**config.mk**
```make
export PLATFORM = sky130hd
export DESIGN_NAME = fp_div
export DESIGN_NICKNAME = d
export VERILOG_FILES = /design/src/rtl/fp_div.sv
export SDC_FILE = /design/constraint.sdc
export NUM_CORES = 1
export LEC_CHECK = 0
export CORE_MARGIN = 4
export CORE_UTILIZATION = 45
export CTS_BUF_LIST = sky130_fd_sc_hd__clkbuf_2 sky130_fd_sc_hd__clkbuf_4 sky130_fd_sc_hd__clkbuf_8
export CTS_CLUSTER_DIAMETER = 50
export DETAILED_ROUTE_END_ITERATION = 10
export PLACE_DENSITY = 0.63
export SLEW_MARGIN = 15
export SYNTH_ARGS = -nofsm -noshare
export SYNTH_HDL_FRONTEND = slang
export SYNTH_SLANG_ARGS = --single-unit
```
**constraint.sdc**
```tcl
create_clock -name aclk -period 4.2 [get_ports aclk]
set_input_delay 0.63 -clock aclk [delete_from_list [all_inputs] [get_ports aclk]]
set_output_delay 0.63 -clock aclk [all_outputs]
set_load 0.02 [all_outputs]
```
**src/rtl/fp_div.sv**
```systemverilog
`default_nettype none
// fp_div -- iterative IEEE-754 binary32 divider (restoring, one quotient bit per cycle), fixed 32-cycle frame.
// rev 1.0
module fp_div (
  input  logic        aclk,
  input  logic        aresetn,
  input  logic [31:0] value1,
  input  logic [31:0] value2,
  output logic [31:0] result
);

  typedef enum logic [2:0] {
    S_LOAD  = 3'd0,
    S_DIV   = 3'd1,
    S_NORM  = 3'd2,
    S_ROUND = 3'd3,
    S_WRITE = 3'd4
  } state_t;

  state_t             state, state_nx;
  logic [4:0]         cnt;
  logic [23:0]        divisor;
  logic [25:0]        rem;
  logic [26:0]        quo;
  logic [22:0]        mant;
  logic signed [9:0]  exp;
  logic               sign;
  logic               special;
  logic [31:0]        special_val;

  logic [7:0]  e1, e2;
  logic [22:0] f1, f2;
  logic        s_in;
  logic        zero1, zero2, inf1, inf2, nan1, nan2;
  logic        sp_hit;
  logic [31:0] sp_val;

  assign e1    = value1[30:23];
  assign e2    = value2[30:23];
  assign f1    = value1[22:0];
  assign f2    = value2[22:0];
  assign s_in  = value1[31] ^ value2[31];
  assign zero1 = (e1 == 8'h00);
  assign zero2 = (e2 == 8'h00);
  assign inf1  = (e1 == 8'hFF) && (f1 == 23'd0);
  assign inf2  = (e2 == 8'hFF) && (f2 == 23'd0);
  assign nan1  = (e1 == 8'hFF) && (f1 != 23'd0);
  assign nan2  = (e2 == 8'hFF) && (f2 != 23'd0);

  // Special-case resolution in priority order; subnormals already count as zero.
  always_comb begin
    sp_hit = 1'b1;
    sp_val = 32'h7FC0_0000;
    if (nan1 || nan2 || (zero1 && zero2) || (inf1 && inf2))
      sp_val = 32'h7FC0_0000;
    else if (inf1)
      sp_val = {s_in, 8'hFF, 23'd0};
    else if (inf2)
      sp_val = {s_in, 31'd0};
    else if (zero2)
      sp_val = {s_in, 8'hFF, 23'd0};
    else if (zero1)
      sp_val = {s_in, 31'd0};
    else
      sp_hit = 1'b0;
  end

  logic        ge;
  logic [25:0] diff;
  logic [25:0] rem_sel;
  assign ge      = (rem >= {2'b00, divisor});
  assign diff    = rem - {2'b00, divisor};
  assign rem_sel = ge ? diff : rem;

  logic        sticky;
  logic        round_up;
  logic [24:0] rnd_sum;
  assign sticky   = quo[0] | (rem != 26'd0);
  assign round_up = quo[2] & (quo[1] | sticky | quo[3]);
  assign rnd_sum  = {1'b0, quo[26:3]} + {24'd0, round_up};

  always_comb begin
    state_nx = state;
    case (state)
      S_LOAD:  state_nx = S_DIV;
      S_DIV:   if (cnt == 5'd26) state_nx = S_NORM;
      S_NORM:  state_nx = S_ROUND;
      S_ROUND: state_nx = S_WRITE;
      S_WRITE: if (cnt == 5'd1) state_nx = S_LOAD;
      default: state_nx = S_LOAD;
    endcase
  end

  always_ff @(posedge aclk or negedge aresetn) begin
    if (!aresetn) begin
      state       <= S_LOAD;
      cnt         <= 5'd0;
      divisor     <= 24'd0;
      rem         <= 26'd0;
      quo         <= 27'd0;
      mant        <= 23'd0;
      exp         <= 10'sd0;
      sign        <= 1'b0;
      special     <= 1'b0;
      special_val <= 32'd0;
      result      <= 32'd0;
    end else begin
      state <= state_nx;
      case (state)
        S_LOAD: begin
          cnt         <= 5'd0;
          rem         <= {3'b001, f1};
          divisor     <= {1'b1, f2};
          quo         <= 27'd0;
          exp         <= $signed({2'b00, e1}) - $signed({2'b00, e2}) + 10'sd127;
          sign        <= s_in;
          special     <= sp_hit;
          special_val <= sp_val;
        end
        S_DIV: begin
          cnt <= (cnt == 5'd26) ? 5'd0 : cnt + 5'd1;
          quo <= {quo[25:0], ge};
          rem <= {rem_sel[24:0], 1'b0};
        end
        S_NORM: begin
          if (!quo[26]) begin
            quo <= {quo[25:0], 1'b0};
            exp <= exp - 10'sd1;
          end
        end
        S_ROUND: begin
          cnt <= 5'd0;
          if (rnd_sum[24]) begin
            mant <= rnd_sum[23:1];
            exp  <= exp + 10'sd1;
          end else begin
            mant <= rnd_sum[22:0];
          end
        end
        S_WRITE: begin
          cnt <= cnt + 5'd1;
          if (cnt == 5'd1) begin
            if (special)
              result <= special_val;
            else if (exp > 10'sd254)
              result <= {sign, 8'hFF, 23'd0};
            else if (exp < 10'sd1)
              result <= {sign, 31'd0};
            else
              result <= {sign, exp[7:0], mant};
          end
        end
        default: cnt <= 5'd0;
      endcase
    end
  end

endmodule
`default_nettype wire

```
# Word-level counts from Yosys, hierarchy flattened
# Cells that the tools add are included.
# word_totals
regBits	184
latchBits	0
mem_bits_rw	0
romBits	0
input_bits	66
n_memories	0
# op_classes
n_addsub	7
multipliers	0
div_mod_pow	0
order_cmp	3
eq_ne	12
shifts	0
muxes	26
bitwise_logic	5
n_reduce_logical	24
# ops
operator	n
2-to-1 mux 32 bit	6
one-hot mux 27 bit (3 select lines)	1
2-to-1 mux 31 bit	2
one-hot mux 26 bit (2 select lines)	1
logical NOT 23 bit	2
nonzero test 23 bit	2
one-hot mux 10 bit (3 select lines)	1
2-to-1 mux 27 bit	1
greater-or-equal comparator 26 x 24 -> 1 bit	1
nonzero test 26 bit	1
adder 24 x 1 -> 25 bit	1
2-to-1 mux 25 bit	1
subtractor 25 x 24 -> 25 bit	1
2-to-1 mux 23 bit	1
2-to-1 mux 10 bit	2
equality test 8 bit, second input constant	2
logical NOT 8 bit	2
one-hot mux 3 bit (5 select lines)	1
one-hot mux 5 bit (3 select lines)	1
adder 10 x 2 -> 10 bit, second input constant	1
adder 9 x 8 -> 10 bit, second input constant	1
greater-than comparator 10 x 9 -> 1 bit, second input constant	1
< comparator 10 x 2 -> 1 bit, second input constant	1
subtractor 10 x 2 -> 10 bit, second input constant	1
other kinds (21)	42

# Longest topological paths before layout
# logic_depth
depth_word	8
ltp_mapped	14
mapped_depth_nobuf	13

# Worst setup path before layout
# OpenSTA, ideal clock, no wires.
# synth_path
kind	input to register
start	input value2[24]
end	register exp[8]
setup_ps	95
t_arrival_ps	2909
required_time_ps	4105
setup_slack_ps	1195
cell_stages	11
cell_sequence	inv_1 > ha_1 > nor2b_1 > o21a_1 > o21a_1 > o21a_1 > or4_1 > a21oi_1 > nor2_1 > maj3_1 > o31ai_1
# synth_between
elab_chain_cells	3
# synth_lines
element	line	source
from (decl)	8	input logic [31:0] value2,
subtractor 8 x 8 -> 9 bit	115	exp <= $signed({2'b00, e1}) - $signed({2'b00, e2}) + 10'sd127;
adder 9 x 8 -> 10 bit	115	
one-hot mux 10 bit (3 select lines)	109	case (state)
to (signal assigned)	115	
to (signal assigned)	128	exp <= exp - 10'sd1;
to (signal assigned)	135	exp <= exp + 10'sd1;
to (decl)	26	logic signed [9:0] exp;
# No other way between the ends.
# A chain may end at the register's enable or synchronous reset.

# Worst setup path in the final report
# layout_path
start	register rem[0]
end	register rem[22]
# layout_between
elab_chain_cells	3
# layout_lines
element	line	source
from (decl)	23	logic [25:0] rem;
from (signal assigned)	112	rem <= {3'b001, f1};
from (signal assigned)	123	rem <= {rem_sel[24:0], 1'b0};
subtractor 25 x 24 -> 25 bit or greater-or-equal comparator 26 x 24 -> 1 bit (tied branches)	72, 71	
2-to-1 mux 25 bit (*)	73	assign rem_sel = ge ? diff : rem;
one-hot mux 26 bit (2 select lines) (*)	109	
# Every way passes the cells marked *; elsewhere a longest branch is shown, timed or not.

==> results.toml <==
[finish]
layout.nets = 1264
area_growth_from_synthesis_to_layout_pct = 17.75
final_util_pct = 53.89
drive_gt1_share_pct = 5.475
instances_no_fill = 1439
insertedDiodeCount = 0

[cts]
cts_inserted_buffers = 17
ctsRootBufferMaster = "sky130_fd_sc_hd__clkbuf_8"
clkLatencyLatePin_ns = 0.47
tritoncts_clock_tree = "done"
clock-sinks = 155
ctsResizeCount = 0
postCtsHoldBufs = 0
cts_max_path_buffers = 2
cts.clk_slew.worst_paths_ns = 0.11
cts_max_level = 4
post_cts_buffers = 0

[synthesis]
seq_area_frac_synth_pct = 41.89
synth_top_cells_by_area = "sky130_fd_sc_hd__dfrtp_1 42%, sky130_fd_sc_hd__nand2_1 6.6%, sky130_fd_sc_hd__ha_1 5.5%, sky130_fd_sc_hd__a21oi_1 4.3%, sky130_fd_sc_hd__o21ai_0 4.3%"
netlist_area_mm2 = 0.009260
synth.yosys.warnings = 0
netlist.area_leader.share_pct = 41.89
yosys_most_used_dff = "sky130_fd_sc_hd__dfrtp_1"
number_of_enable_flip_flop_cells_after_synthesis = 0
post_synthesis_cell_count = 1081
share_of_async_settable_or_async_resettable_flops_after_synthesis_pct = 100.0
avgSynthCellArea_um2 = 8.566
unique_masters_post_synth = 65
netlist.top_cell.by_area = "sky130_fd_sc_hd__dfrtp_1"
mappedNetlistNets = 1189
synth_seq_cells = 155

[placed_design]
numPortBuffers = 97
placed_cells_incl_taps = 1407
globalplace.congestion = 0.8940
post-dp-hpwl_mm = 16.77

[worst_setup_path]
reg2reg_setup_slack_ns = 0.76
timing.setup.critical_path_class = "register to register"
crit_chain = "inv_1, ha_1, inv_1, fa_1, a211oi_1, o211ai_1, and2_1, a211o_1, a21oi_1, o21ai_2, buf_4, nor2_1, a21oi_1, a2bb2oi_1"
worstPathMaxFanout = 25
reg2regPathDepth = 14
critPathSlowestCell = "sky130_fd_sc_hd__fa_1"
worstReg2RegEnd = "rem[22]"
setup.worst_path.end_class = "register"
startpoint_type = "register"
critical-path-max-stage-delay_ns = 0.42
worstPathArrival_ns = 3.78
worst_setup_path_startpoint = "rem[0]"
crit_family = "compound AO/OA/AOI/OAI gates"
required_ns = 4.54
crit_buf_inv = 3
timing.rr.start = "rem[0]"

[detailed_routing]
drt_first_iter_violations = 534
wl_mm = 22.95
vias = 8068
vias_per_cell = 5.607
ant_nets = 0
route.detailed.wl_per_inst_um = 15.95
pre_repair_dr_iteration_count = 5
drt_drc_violations_left = 0

[sta]
setup_violations = 0
relative_slew_slack_pct = 34.64
final_min_period_over_clock_period_pct = 81.90
timing.final.hold_violations = 0
finalMaxSlewViolations = 0
setup_repair_after_global_routing_missed_its_margin = "no"
fmax_mhz = 290.7
shortest_clock_period_the_worst_path_allows_after_layout_ns = 3.440
fin_skew_ns = 0.02042
worst-slew-pin-transition_ns = 0.9804
final_setup_tns_ns = 0

[floorplan]
die_h_um = 151.5
die_width_um = 151.5
ios = 98
rows = 52
die_footprint_mm2 = 0.02294
floorplan.initialDensity_pct = 45.76
fp.coreArea_mm2 = 0.02023

[power_and_ir_drop]
ir_worst_vdd_v = 0.0002755
power_per_cell_area_mw_per_mm2 = 586.4
power.leakage_uw = 0.004820

[flow_run]
maximum_capacitance_violations = 0

[run_status]
status = "completed"

[grt]
global_route.overflow_total = 0
grt_pass1_vias = 7617
largest_net_degree_at_the_start_of_global_routing = 80
met1_demand_to_capacity_share_in_global_routing_pct = 29.58
groute.layer.met2.usage_pct = 32.87
grt_antenna_before_repair = 0
global_route.usage.total_pct = 20.74
gr-usage-met3_pct = 3.123
grt-busiest-layer = "met2"
global_route_wire_length_before_repair_mm = 38.31

[worst_hold_path]
worstHoldPathType = "input pin to async pin"
[registers in the layout, indices dropped and copies added, names as in the netlist]
name / cells
special: 1
special_val: 3
divisor: 24
state: 3
sign: 1
rem: 26
exp: 10
cnt: 5
result: 32
quo: 27
mant: 23
[worst max path at each step]
stage / to / cells past startpoint
6_report: rem[22] / 14
5_1_grt: rem[22] / 14
4_1_cts: rem[22] / 14
3_5_place_dp: exp[8] / 12
3_3_place_gp: exp[8] / 12
2_1_floorplan: exp[8] / 11
[final cells by class]
cell class	instances	area, um2
Fill cell	1918	9330
Tap cell	270	337.8
Sequential cell	155	3879
Multi-Input combinational cell	820	4976
Timing Repair Buffer	111	1090
Inverter	51	191.4
Clock inverter	15	196.4
Clock buffer	17	234.0
[worst reg2reg max path, cell delays in order, from the launching register on]
cell and delay (ns):
sky130_fd_sc_hd__dfrtp_1 0.41, sky130_fd_sc_hd__inv_1 0.08, sky130_fd_sc_hd__ha_1 0.16, sky130_fd_sc_hd__inv_1 0.05, sky130_fd_sc_hd__fa_1 0.42, sky130_fd_sc_hd__a211oi_1 0.34
sky130_fd_sc_hd__o211ai_1 0.16, sky130_fd_sc_hd__and2_1 0.18, sky130_fd_sc_hd__a211o_1 0.34, sky130_fd_sc_hd__a21oi_1 0.34, sky130_fd_sc_hd__o21ai_2 0.20, sky130_fd_sc_hd__buf_4 0.32
sky130_fd_sc_hd__nor2_1 0.13, sky130_fd_sc_hd__a21oi_1 0.05, sky130_fd_sc_hd__a2bb2oi_1 0.14
[placed cells by master (no fill, tap or decap), types with 6 or more instances in the layout]
cell / netlist / layout
sky130_fd_sc_hd__clkbuf_8: 0 / 17
sky130_fd_sc_hd__mux2i_1: 18 / 18
sky130_fd_sc_hd__and3_1: 13 / 13
sky130_fd_sc_hd__o31ai_1: 12 / 12
sky130_fd_sc_hd__ha_1: 41 / 41
sky130_fd_sc_hd__xnor2_1: 35 / 35
sky130_fd_sc_hd__nor2_1: 88 / 87
sky130_fd_sc_hd__o22ai_1: 20 / 20
sky130_fd_sc_hd__or3_1: 6 / 6
sky130_fd_sc_hd__nor2b_1: 6 / 6
sky130_fd_sc_hd__clkinv_8: 0 / 7
sky130_fd_sc_hd__o211ai_1: 6 / 6
sky130_fd_sc_hd__or2_2: 7 / 7
sky130_fd_sc_hd__nand4_1: 17 / 17
sky130_fd_sc_hd__nor3_1: 24 / 24
sky130_fd_sc_hd__inv_1: 50 / 50
sky130_fd_sc_hd__a22o_1: 28 / 28
sky130_fd_sc_hd__clkdlybuf4s50_1: 0 / 96
sky130_fd_sc_hd__a21o_1: 12 / 12
sky130_fd_sc_hd__xor2_1: 20 / 20
sky130_fd_sc_hd__dfrtp_1: 155 / 155
sky130_fd_sc_hd__a211oi_1: 7 / 7
sky130_fd_sc_hd__nand3_1: 36 / 36
sky130_fd_sc_hd__nor4_1: 28 / 27
sky130_fd_sc_hd__a21oi_1: 80 / 80
sky130_fd_sc_hd__o21a_1: 8 / 8
sky130_fd_sc_hd__a31oi_1: 8 / 8
sky130_fd_sc_hd__nand2_1: 164 / 164
sky130_fd_sc_hd__o21ai_0: 80 / 80
sky130_fd_sc_hd__buf_4: 1 / 13
[stage by stage]
stage | hold WS (ns) | total power (uW) | cell area, um2 | setup WS [ns]
after global placement | 0.4304 | 5185 | 10470 | 0.5561
after CTS | 0.1990 | 6418 | 10900 | 0.7768
after floorplan | 0.3344 | 4389 | 9260 | 1.195
after detailed placement | 0.4419 | 5224 | 10470 | 0.4909
final | 0.1797 | 6395 | 10900 | 0.7602
after global routing | 0.2146 | 6904 | 10900 | 0.4885
[synthesized netlist by cell type (3+ instances only)]
library cell,number
sky130_fd_sc_hd__a31oi_1,8
sky130_fd_sc_hd__a211oi_1,7
sky130_fd_sc_hd__o31ai_1,12
sky130_fd_sc_hd__clkbuf_1,42
sky130_fd_sc_hd__a21oi_1,80
sky130_fd_sc_hd__xor2_1,20
sky130_fd_sc_hd__nand3_1,36
sky130_fd_sc_hd__xnor2_1,35
sky130_fd_sc_hd__a2bb2oi_1,3
sky130_fd_sc_hd__a41oi_1,3
sky130_fd_sc_hd__buf_1,5
sky130_fd_sc_hd__mux2i_1,18
sky130_fd_sc_hd__and4_1,4
sky130_fd_sc_hd__buf_2,5
sky130_fd_sc_hd__nor4b_1,3
sky130_fd_sc_hd__nand2_1,164
sky130_fd_sc_hd__nor2b_1,6
sky130_fd_sc_hd__nor4_1,28
sky130_fd_sc_hd__o21bai_1,4
sky130_fd_sc_hd__ha_1,41
sky130_fd_sc_hd__and2_1,3
sky130_fd_sc_hd__o21a_1,8
sky130_fd_sc_hd__and3_1,13
sky130_fd_sc_hd__a21o_1,12
sky130_fd_sc_hd__nand2b_1,5
sky130_fd_sc_hd__dfrtp_1,155
sky130_fd_sc_hd__or3_1,6
sky130_fd_sc_hd__o22ai_1,20
sky130_fd_sc_hd__o211ai_1,6
sky130_fd_sc_hd__or2_2,7
sky130_fd_sc_hd__a22o_1,28
sky130_fd_sc_hd__nand4_1,17
sky130_fd_sc_hd__nor3_1,24
sky130_fd_sc_hd__nor2_1,88
sky130_fd_sc_hd__o21ai_0,80
sky130_fd_sc_hd__inv_1,50
[report_power, final]
| group | internal [uW] | leakage (uW) | switching [uW] |
|---|---|---|---|
| combinational | 1360 | 0.00280 | 1500 |
| sequential | 1930 | 0.00181 | 422 |
| clock | 464 | 0.000213 | 712 |
[metal layers]
| metal | part of all wire, % | vias to the layer above |
|---|---|---|
| met2 | 45 | 199 |
| met4 | 1.7 | 0 |
| met3 | 4.6 | 30 |
| met1 | 48 | 3834 |
| met5 | 0 | - |
| li1 | - | 4005 |
[kinds of logic (layout without fill, tap and decap cells)]
kind of cell / after synthesis / count (layout) / share of synthesized area, %
AO/OA/AOI/OAI: 286 / 286 / 19.19
XOR/XNOR: 56 / 56 / 5.459
adder cells (fa/ha/maj): 43 / 43 / 5.864
buffers and inverters: 106 / 194 / 4.567
flip-flops: 155 / 155 / 41.89
multiplexers: 18 / 18 / 1.946
AND/OR/NAND/NOR: 417 / 417 / 21.09
(Power assumes the default switching activity.)
